## src/rtl/shamt_shift_unit.sv

```systemverilog
// Multi-cycle shift unit: narrows a zero-extended shift amount to 5 bits and shifts one bit per clock.
// Optional rotate (op 11) is built only when SHAMT_ROR_EN is defined; otherwise op 11 is flagged illegal.
//
// state | meaning
// IDLE  | waiting for a request, in_ready high
// SHIFT | working register shifts one position per edge, counter counts down
// DONE  | result/range_err held, out_valid high until out_ready
module shamt_shift_unit #(
  parameter int WIDTH = 32
) (
  input  logic             clk,
  input  logic             rst_n,
  input  logic             in_valid,
  output logic             in_ready,
  input  logic [WIDTH-1:0] data,
  input  logic [WIDTH-1:0] extShamt,
  input  logic [1:0]       op,
  output logic             out_valid,
  input  logic             out_ready,
  output logic [WIDTH-1:0] result,
  output logic             range_err
);

  typedef enum logic [1:0] {
    S_IDLE  = 2'd0,
    S_SHIFT = 2'd1,
    S_DONE  = 2'd2
  } state_t;

  localparam logic [1:0] OP_SLL = 2'b00;
  localparam logic [1:0] OP_SRL = 2'b01;
  localparam logic [1:0] OP_SRA = 2'b10;
  localparam logic [1:0] OP_ROR = 2'b11;

  state_t           state_q, state_d;
  logic [WIDTH-1:0] work_q, work_d;
  logic [4:0]       cnt_q, cnt_d;
  logic [1:0]       op_q, op_d;
  logic             err_q, err_d;

  logic             oor;
  logic [4:0]       n;
  logic             illegal_op;

  assign oor = |extShamt[WIDTH-1:5];
  assign n   = extShamt[4:0];

`ifdef SHAMT_ROR_EN
  assign illegal_op = 1'b0;
`else
  assign illegal_op = (op == OP_ROR);
`endif

  always_comb begin
    state_d = state_q;
    work_d  = work_q;
    cnt_d   = cnt_q;
    op_d    = op_q;
    err_d   = err_q;
    unique case (state_q)
      S_IDLE: begin
        if (in_valid) begin
          op_d   = op;
          work_d = data;
          cnt_d  = n;
          err_d  = oor;
          if (illegal_op) begin
            err_d   = 1'b1;
            cnt_d   = 5'd0;
            state_d = S_DONE;
          end else if (oor && (op != OP_ROR)) begin
            // Saturate: logical shifts clear, arithmetic shift fills with the sign
            work_d  = (op == OP_SRA) ? {WIDTH{data[WIDTH-1]}} : '0;
            cnt_d   = 5'd0;
            state_d = S_DONE;
          end else if (n == 5'd0) begin
            state_d = S_DONE;
          end else begin
            state_d = S_SHIFT;
          end
        end
      end
      S_SHIFT: begin
        case (op_q)
          OP_SLL:  work_d = {work_q[WIDTH-2:0], 1'b0};
          OP_SRL:  work_d = {1'b0, work_q[WIDTH-1:1]};
          OP_SRA:  work_d = {work_q[WIDTH-1], work_q[WIDTH-1:1]};
`ifdef SHAMT_ROR_EN
          OP_ROR:  work_d = {work_q[0], work_q[WIDTH-1:1]};
`endif
          default: work_d = work_q;
        endcase
        cnt_d = cnt_q - 5'd1;
        if (cnt_q == 5'd1) begin
          state_d = S_DONE;
        end
      end
      S_DONE: begin
        if (out_ready) begin
          state_d = S_IDLE;
        end
      end
      default: state_d = S_IDLE;
    endcase
  end

  always_ff @(posedge clk or negedge rst_n) begin
    if (!rst_n) begin
      state_q <= S_IDLE;
      work_q  <= '0;
      cnt_q   <= 5'd0;
      op_q    <= OP_SLL;
      err_q   <= 1'b0;
    end else begin
      state_q <= state_d;
      work_q  <= work_d;
      cnt_q   <= cnt_d;
      op_q    <= op_d;
      err_q   <= err_d;
    end
  end

  assign in_ready  = (state_q == S_IDLE);
  assign out_valid = (state_q == S_DONE);
  assign result    = work_q;
  assign range_err = err_q;

endmodule

```

## config.mk

```make
export PLATFORM = sky130hd
export DESIGN_NAME = shamt_shift_unit
export DESIGN_NICKNAME = d
export VERILOG_FILES = /design/src/rtl/shamt_shift_unit.sv
export SDC_FILE = /design/constraint.sdc
export NUM_CORES = 1
export LEC_CHECK = 0
export CAP_MARGIN = 10
export CELL_PAD_IN_SITES_DETAIL_PLACEMENT = 1
export CELL_PAD_IN_SITES_GLOBAL_PLACEMENT = 2
export CORE_MARGIN = 8
export CORE_UTILIZATION = 26
export DETAILED_ROUTE_END_ITERATION = 7
export MAX_ROUTING_LAYER = met4
export PLACE_DENSITY_LB_ADDON = 0.12
export SYNTH_ARGS = -nofsm -noshare
export SYNTH_HDL_FRONTEND = slang
export SYNTH_SLANG_ARGS = --single-unit
```

## constraint.sdc

```tcl
create_clock -name clk -period 4.2 [get_ports clk]
set_input_delay 0.42 -clock clk [delete_from_list [all_inputs] [get_ports clk]]
set_output_delay 0.42 -clock clk [all_outputs]
set_load 0.02 [all_outputs]
```

# ---- Word-level counts from Yosys, hierarchy flattened
# Index checks and enable logic that the tools add are counted.
dict set report totals {
  reg_bits 42
  inputBits 70
  out_inout_bits 35
}
dict set report classes {
  n_addsub 1
  n_eq_ne 14
  mux 18
  reduce_logical 11
}
# cell count
set op_table {}
lappend op_table {{$mux 32} 4}
lappend op_table {{$pmux 32 s3} 1}
lappend op_table {{$pmux 32 s2} 1}
lappend op_table {{$reduce_or 27->1} 1}
lappend op_table {{$mux 5} 3}
lappend op_table {{$mux 2} 6}
lappend op_table {{$pmux 5 s2} 1}
lappend op_table {{$eq 2x2->1 const B} 4}
lappend op_table {{$ne 2x2->1 const B} 4}
lappend op_table {{$pmux 2 s3} 1}
lappend op_table {{$reduce_and 3->1} 2}
lappend op_table {{$eq 5x1->1 const B} 1}
lappend op_table {{$logic_not 5->1} 1}
lappend op_table {{$sub 5x1->5 const B} 1}
lappend op_table {{$eq 2x1->1 const B} 2}
lappend op_table {{$logic_not 2->1} 2}
lappend op_table {{$ne 4x1->1 const B} 1}
lappend op_table {{$reduce_and 2->1} 2}
lappend op_table {{$reduce_and 4->1} 1}
lappend op_table {{$ne 3x1->1 const B} 1}
lappend op_table {{$ne 2x1->1 const B} 1}
lappend op_table {{$reduce_bool 2->1} 1}
lappend op_table {{$logic_and 1x1->1} 1}
lappend op_table {{$mux 1} 1}

# ---- Depth between registers and ports, before layout
# Gate-level depths: netlist (run 1).
dict set report depth {
  depth_word 6
  ltp_mapped 8
  mapped_depth_nobuf 7
}

# ---- Worst setup path before layout (run 1)
# Ideal clock, no wire load.
dict set report synth_path {
  path_kind {input -> register}
  start {input port extShamt[7]}
  end {register state_q[1]}
  setup_ps 126
  arrival_time_ps 1622
  required_time_ps 4074
  path_slack_ps 2452
  stages 5
  path_cell_list {nor4_2 > nand4_2 > nor3_4 > o211ai_1 > a221o_1}
}
dict set report synth_between {
  elab_chain_len 6
}
# item line
set synth_rtl {}
lappend synth_rtl {{start: declaration} 16} ;# input logic [WIDTH-1:0] extShamt,
lappend synth_rtl {{$reduce_or 27->1} 45} ;# assign oor = |extShamt[WIDTH-1:5];
lappend synth_rtl {{$logic_and 1x1->1} 71} ;# end else if (oor && (op != OP_ROR)) begin
lappend synth_rtl {{$mux 2} 71}
lappend synth_rtl {{$mux 2} 67} ;# if (illegal_op) begin
lappend synth_rtl {{$mux 2} 62} ;# if (in_valid) begin
lappend synth_rtl {{$pmux 2 s3} 60} ;# unique case (state_q)
lappend synth_rtl {{end signal: assignment} 115} ;# state_q <= state_d;
lappend synth_rtl {{end: declaration} 35} ;# state_t state_q, state_d;
# No other way between the ends. The select of a mux whose other input is x is not followed.
# A chain may end at the register's enable or synchronous reset.

# ---- Final worst setup path (run 1)
dict set report layout_path {
  start {input port in_valid}
  end {register work_q[28], in the netlist result[28]}
}
dict set report layout_between {
  elab_chain_len 2
}
# item line
set layout_rtl {}
lappend layout_rtl {{start: declaration} 13} ;# input logic in_valid,
lappend layout_rtl {{$ne 2x2->1 (no line)} -}
lappend layout_rtl {{$reduce_and 3->1 (no line)} -}
lappend layout_rtl {{end signal: assignment} 116} ;# work_q <= work_d;
lappend layout_rtl {{end: declaration} 36} ;# logic [WIDTH-1:0] work_q, work_d;
# No other way between the ends.

==> results.toml, run 1 <==
[worst_setup_path]
cp-start-kind = "input pin"
critical_path_class = "in -> reg"
crit_end = "result[28]"
cp.required_ns = 4.37
r2r-end = "result[28]"
r2r_cells = 7
reg2reg_slack_ns = 2.00
timing.rr.start = "op_q[0]"
crit_path_max_fanout = 34
crit_arrival_ns = 2.44
crit_start = "in_valid"
endpoint_kind = "flip-flop"

[power_and_ir_drop]
peakVddDrop_mv = 0.1261
p_per_area_nw_per_um2 = 408.0
leakagePower_nw = 1.399

[global_route]
grtUsageTotal_pct = 13.97
grt-ovfl-total = 0
grt_pass1_vias = 2854
grt_pass1_wl_um = 14350
grt_max_degree = 43
antenna_found_initial = 0

[yosys]
syn_nets = 369
netlist_area_um2 = 2499
synth_top_cells_by_area = "dfrtp_1 (42%), nand2_1 (11%), a221oi_1 (11%)"
synth-adder-area-share_pct = 2.504
synth-edff-count = 0
async_flop_share_pct = 100.0
synth_mux_area_share_pct = 0.4006
synth-seq-cells = 42
synth-xor-area-share_pct = 0
synth_compound_area_share_pct = 29.89
synthDistinctLibCells = 38
yosysTopAreaCell = "dfrtp_1"
syn_avg_cell_area_um2 = 8.499
synth_most_common_cell = "nand2_1"
synth_seq_area_share_pct = 42.06
synth_top_family_by_area = "compound AO/OA/AOI/OAI gates"
yosys.area_share.simple_pct = 19.23
synth.yosys.warnings = 0
synth_common_cells = "nand2_1 (72), dfrtp_1 (42), o21ai_0 (35)"
yosys.area.top_type_share_pct = 42.06
synth_ff_type = "dfrtp_1"
syn_inst = 294

[placed_design]
place_area_um2 = 3616
place_congestion = 0.7703
dp_hpwl_um = 6257
post-place-ws_ns = 1.611
portBuffers = 104

[hold_path]
hold_path_class = "in -> async"

[drt]
vias_per_cell = 5.074
drt_iter0_drc = 124
wl_per_cell_um = 16.94
ant_nets = 0
drc_errors = 0
dr.pass1.iters = 4
wl_um = 8724
vias = 2613

[clock_tree]
cts.repair.resized = 0
cts_setup_buffers = 0
cts-buffers-inserted = 5
clkTransAtPathRegs_ns = 0.09
htreeDepth = 2
cts_tree = "built"
cts_hold_buf = 0
clock-sinks = 42
clock_latency_ns = 0.30
root_buffer = "clkbuf_8"
cts_buffer_depth = 2

[outcome]
status = "completed"

[finish]
finish.utilization_pct = 40.16
fin_nets = 461
area_delta_synth_final_pct = 49.22
n_antenna_cell = 0
final_area_um2 = 3729
drive_gt1_share_pct = 5.181

[die]
fp-row-count = 35
ios = 105
fp.dieW_um = 114.0
coreArea_um2 = 9284
dieHeight_um = 114.0
die-area_um2 = 13000
start_util_pct = 26.91

[job]
maxCapViolCount = 0

[timing]
max_freq_ghz = 0.4410
hold_violations = 0
final-max-slew-violation-count = 0
fin_crit_ns = 2.268
fin_ws_ns = 1.932
fin_hold_ws_ns = 0.2835
fin_tns_setup_ns = 0
rsz0062_at_grt = "false"
worst_slew_margin_rel_pct = 26.82
fin_skew_ns = 0.004490
worst_pin_slew_ns = 1.098
finalSetupViolations = 0
finalCritPeriodShare_pct = 53.99
worst min path at each step:
stage	startpoint	slack, ns	endpoint
6_report	rst_n	0.28	result[9]
5_1_grt	rst_n	0.37	result[8]
4_1_cts	rst_n	0.33	result[13]
3_5_place_dp	range_err	0.51	range_err
3_3_place_gp	range_err	0.50	range_err
2_1_floorplan	rst_n	0.12	cnt_q[0]
kinds of logic (layout without fill, tap and decap cells):
family	count (synthesis)	count (layout)
AOI/OAI and AO/OA	114	114
and+or+nand+nor	103	103
DFF	42	42
buffers and inverters	29	121
adders and majority gates	5	5
muxes	1	1
area by class of cell:
class / instances / area [um^2]
clock inverter: 1 / 30.03
clock buffer: 6 / 82.58
sequential: 42 / 1051
multi-input combinational: 223 / 1315
tap: 129 / 161.4
fill: 1124 / 5555
timing repair buffer: 108 / 1066
inverter: 6 / 22.52
critical path: stages:
cell and delay (ns):
clkdlybuf4s50_1 0.50, o21bai_1 0.22, a31oi_4 0.60, buf_4 0.41
nand2_1 0.10, o21ai_0 0.11, a21oi_1 0.06
flip-flops by register name, summed over array words and instances, names as in the netlist:
signal,count
result,32
op_q,2
range_err,1
state_q,2
cnt_q,5
layer usage:
metal / share of wire [%] / GRT usage (%)
met5: 0 / -
met4: 1.1 / 3.727
met3: 6.8 / 4.015
met2: 45 / 22.00
met1: 47 / 17.14
power by group:
group | total (W) | switching, W | internal [W]
sequential | 0.000590 | 0.000100 | 0.000490
combinational | 0.000593 | 0.000334 | 0.000259
clock | 0.000339 | 0.000148 | 0.000191
total | 0.00152 | 0.000582 | 0.000939
cell usage in the layout, fill, tap and decap left out, types with 4 or more instances in the layout:
master | Yosys | routed
clkdlybuf4s50_1 | 0 | 103
nand2_1 | 72 | 72
dfrtp_1 | 42 | 42
o21ai_0 | 35 | 35
a21oi_1 | 33 | 33
a221oi_1 | 30 | 30
nor2_1 | 11 | 11
inv_1 | 6 | 6
clkbuf_8 | 0 | 6
ha_1 | 5 | 5
nor4_2 | 4 | 4
a221o_1 | 4 | 4
buf_4 | 3 | 4
stage by stage:
step	power [W]	cells
after floorplan	0.0008752	294
after global placement	0.001194	508
after detailed placement	0.001201	508
after CTS	0.001545	515
after global routing	0.001617	515
final	0.001521	515
(Power assumes the default switching activity.)
==> inputs of run 2 (changes only) <==
--- a/config.mk
+++ b/config.mk
@@ -9,7 +9,7 @@
 export CELL_PAD_IN_SITES_DETAIL_PLACEMENT = 1
 export CELL_PAD_IN_SITES_GLOBAL_PLACEMENT = 2
 export CORE_MARGIN = 8
-export CORE_UTILIZATION = 26
+export CORE_UTILIZATION = 21
 export DETAILED_ROUTE_END_ITERATION = 7
 export MAX_ROUTING_LAYER = met4
 export PLACE_DENSITY_LB_ADDON = 0.12
==> constraint.sdc (replaced) <==
create_clock -name clk -period 1.88 [get_ports clk]
set_input_delay 0.188 -clock clk [delete_from_list [all_inputs] [get_ports clk]]
set_output_delay 0.188 -clock clk [all_outputs]
set_load 0.02 [all_outputs]
==> run 2 against run 1 <==
Net effect: flip-flop and latch count unchanged; die area grew 20%; worst setup slack lost 1.8 ns; final area increased by 7.1%; power increased by 150%; worst hold slack better by 0.12 ns; critical endpoint is now out_valid.
==> results.toml, run 2 (synthesized netlist as in run 1, its figures left out) <==
[finish]
fin_cells = 546
n_antenna_cell = 0
finish.utilization_pct = 33.82
fin_nets = 473
drive_gt1_share_pct = 8.271
layout_common_cells = "clkdlybuf4s50_1 (102), nand2_1 (72), dfrtp_1 (42), o21ai_0 (35), a21oi_1 (33)"
largest_register_ffs = 32
area_delta_synth_final_pct = 59.89
mostFrequentLayoutCell = "clkdlybuf4s50_1"
fillers = 1376

[global_route]
antenna_found_initial = 0
grt_pass1_vias = 2952
grt_pass1_wl_um = 15240
grt_max_degree = 33
grtUsageTotal_pct = 12.17
grt-ovfl-total = 0

[die]
fp-row-count = 40
die-area_um2 = 15650
start_util_pct = 21.15
ios = 105
dieHeight_um = 125.1
coreArea_um2 = 11810
fp.dieW_um = 125.1

[clock_tree]
cts_tree = "built"
cts_buffer_depth = 2
htreeDepth = 2
cts_setup_buffers = 0
clock_latency_ns = 0.28
cts-buffers-inserted = 5
clock-sinks = 42
clkTransAtPathRegs_ns = 0.06
root_buffer = "clkbuf_16"

[placed_design]
dp_hpwl_um = 7027
place_congestion = 0.7454
dp_cells = 537
post-place-ws_ns = -0.2346
portBuffers = 104

[worst_setup_path]
cp.required_ns = 1.69
cp-start-kind = "flip-flop"
crit_arrival_ns = 1.58
critical_path_class = "reg -> out"
crit_path_max_fanout = 6
endpoint_kind = "output pin"

[hold_path]
hold_path_class = "in -> async"

[drt]
vias_per_cell = 4.864
vias = 2656
wl_um = 9227
ant_nets = 0
dr.pass1.iters = 4
wl_per_cell_um = 16.90
drt_iter0_drc = 147
drc_errors = 0

[timing]
fin_skew_ns = 0.005609
worst_pin_slew_ns = 0.4989
hold_violations = 0
fin_ws_ns = 0.1073
final-max-slew-violation-count = 0
worst_slew_margin_rel_pct = 66.74
finalCritPeriodShare_pct = 94.29
max_freq_ghz = 0.5641
rsz0062_at_grt = "false"
fin_hold_ws_ns = 0.4078
finalSetupViolations = 0
fin_crit_ns = 1.773

[power_and_ir_drop]
p_per_area_nw_per_um2 = 940.8
peakVddDrop_mv = 0.3904
leakagePower_nw = 1.514
power.total_w = 0.003758

[outcome]
status = "completed"

[job]
maxCapViolCount = 0
-- run 2: cell types whose count changed in the layout (fill, tap and decap cells not counted), sizes merged --
| cell | change |
|---|---|
| buf | +11 |
| clkdlybuf4s50 | -1 |
| clkinvlp | +1 |
| dlygate4sd3 | +1 |
| dlymetal6s2s | +1 |
-- run 2: final timing paths --
kind / start / endpoint / slack, ns / cells past startpoint
worst min register to register: range_err / range_err / 0.51 / 2
worst max-delay path: state_q[0] / out_valid / 0.11 / 2
worst max register to register: op_q[0] / result[21] / 0.21 / 8
max in group asynchronous: rst_n / result[23] / 0.97 / 3
worst min-delay path: rst_n / cnt_q[4] / 0.41 / 2
min in group clk: data[20] / result[20] / 0.45 / 3
-- run 2: cell type report --
class	count	area, um^2	share of cell area [%]
well taps	147	183.9	4.604
flip-flops and latches	42	1051	26.31
clock buffers	6	128.9	3.226
clock inverters	2	37.54	0.9396
multi-input cells	223	1323	33.10
inverters	6	22.52	0.5637
repair buffers	120	1249	31.26
-- run 2: repair_timing --
action                     4_1_cts  5_1_grt
hold buffers                     1        0
resized for setup                0        3
setup endpoints to repair        0       31
hold endpoints to repair        18        0
-- run 2: per-stage QoR --
step                TNS (ns)  area, um^2
floorplan                  0        2499
global placement      -7.287        3809
detailed placement    -8.122        3809
CTS                        0        3985
global route               0        3995
finish                     0        3995
-- run 2: layer usage --
metal | track usage (%) | vias to the layer above | part of all wire, %
met1 | 14.47 | 1286 | 46
li1 | - | 1295 | -
met3 | 3.230 | 4 | 4.9
met2 | 19.97 | 71 | 48
met4 | 3.223 | 0 | 1.0
met5 | - | - | 0
-- run 2: worst max-delay path, stage by stage (launching register included) --
cell and delay (ns):
dfrtp_1 0.46, nor2b_1 0.20, clkdlybuf4s50_1 0.64
-- run 2: power by group --
group	leakage (nW)	internal [W]	total [W]	switching, W
Sequential	0.501	0.00110	0.00132	0.000228
Combinational	0.937	0.000668	0.00144	0.000772
Clock	0.0771	0.000628	0.000995	0.000367
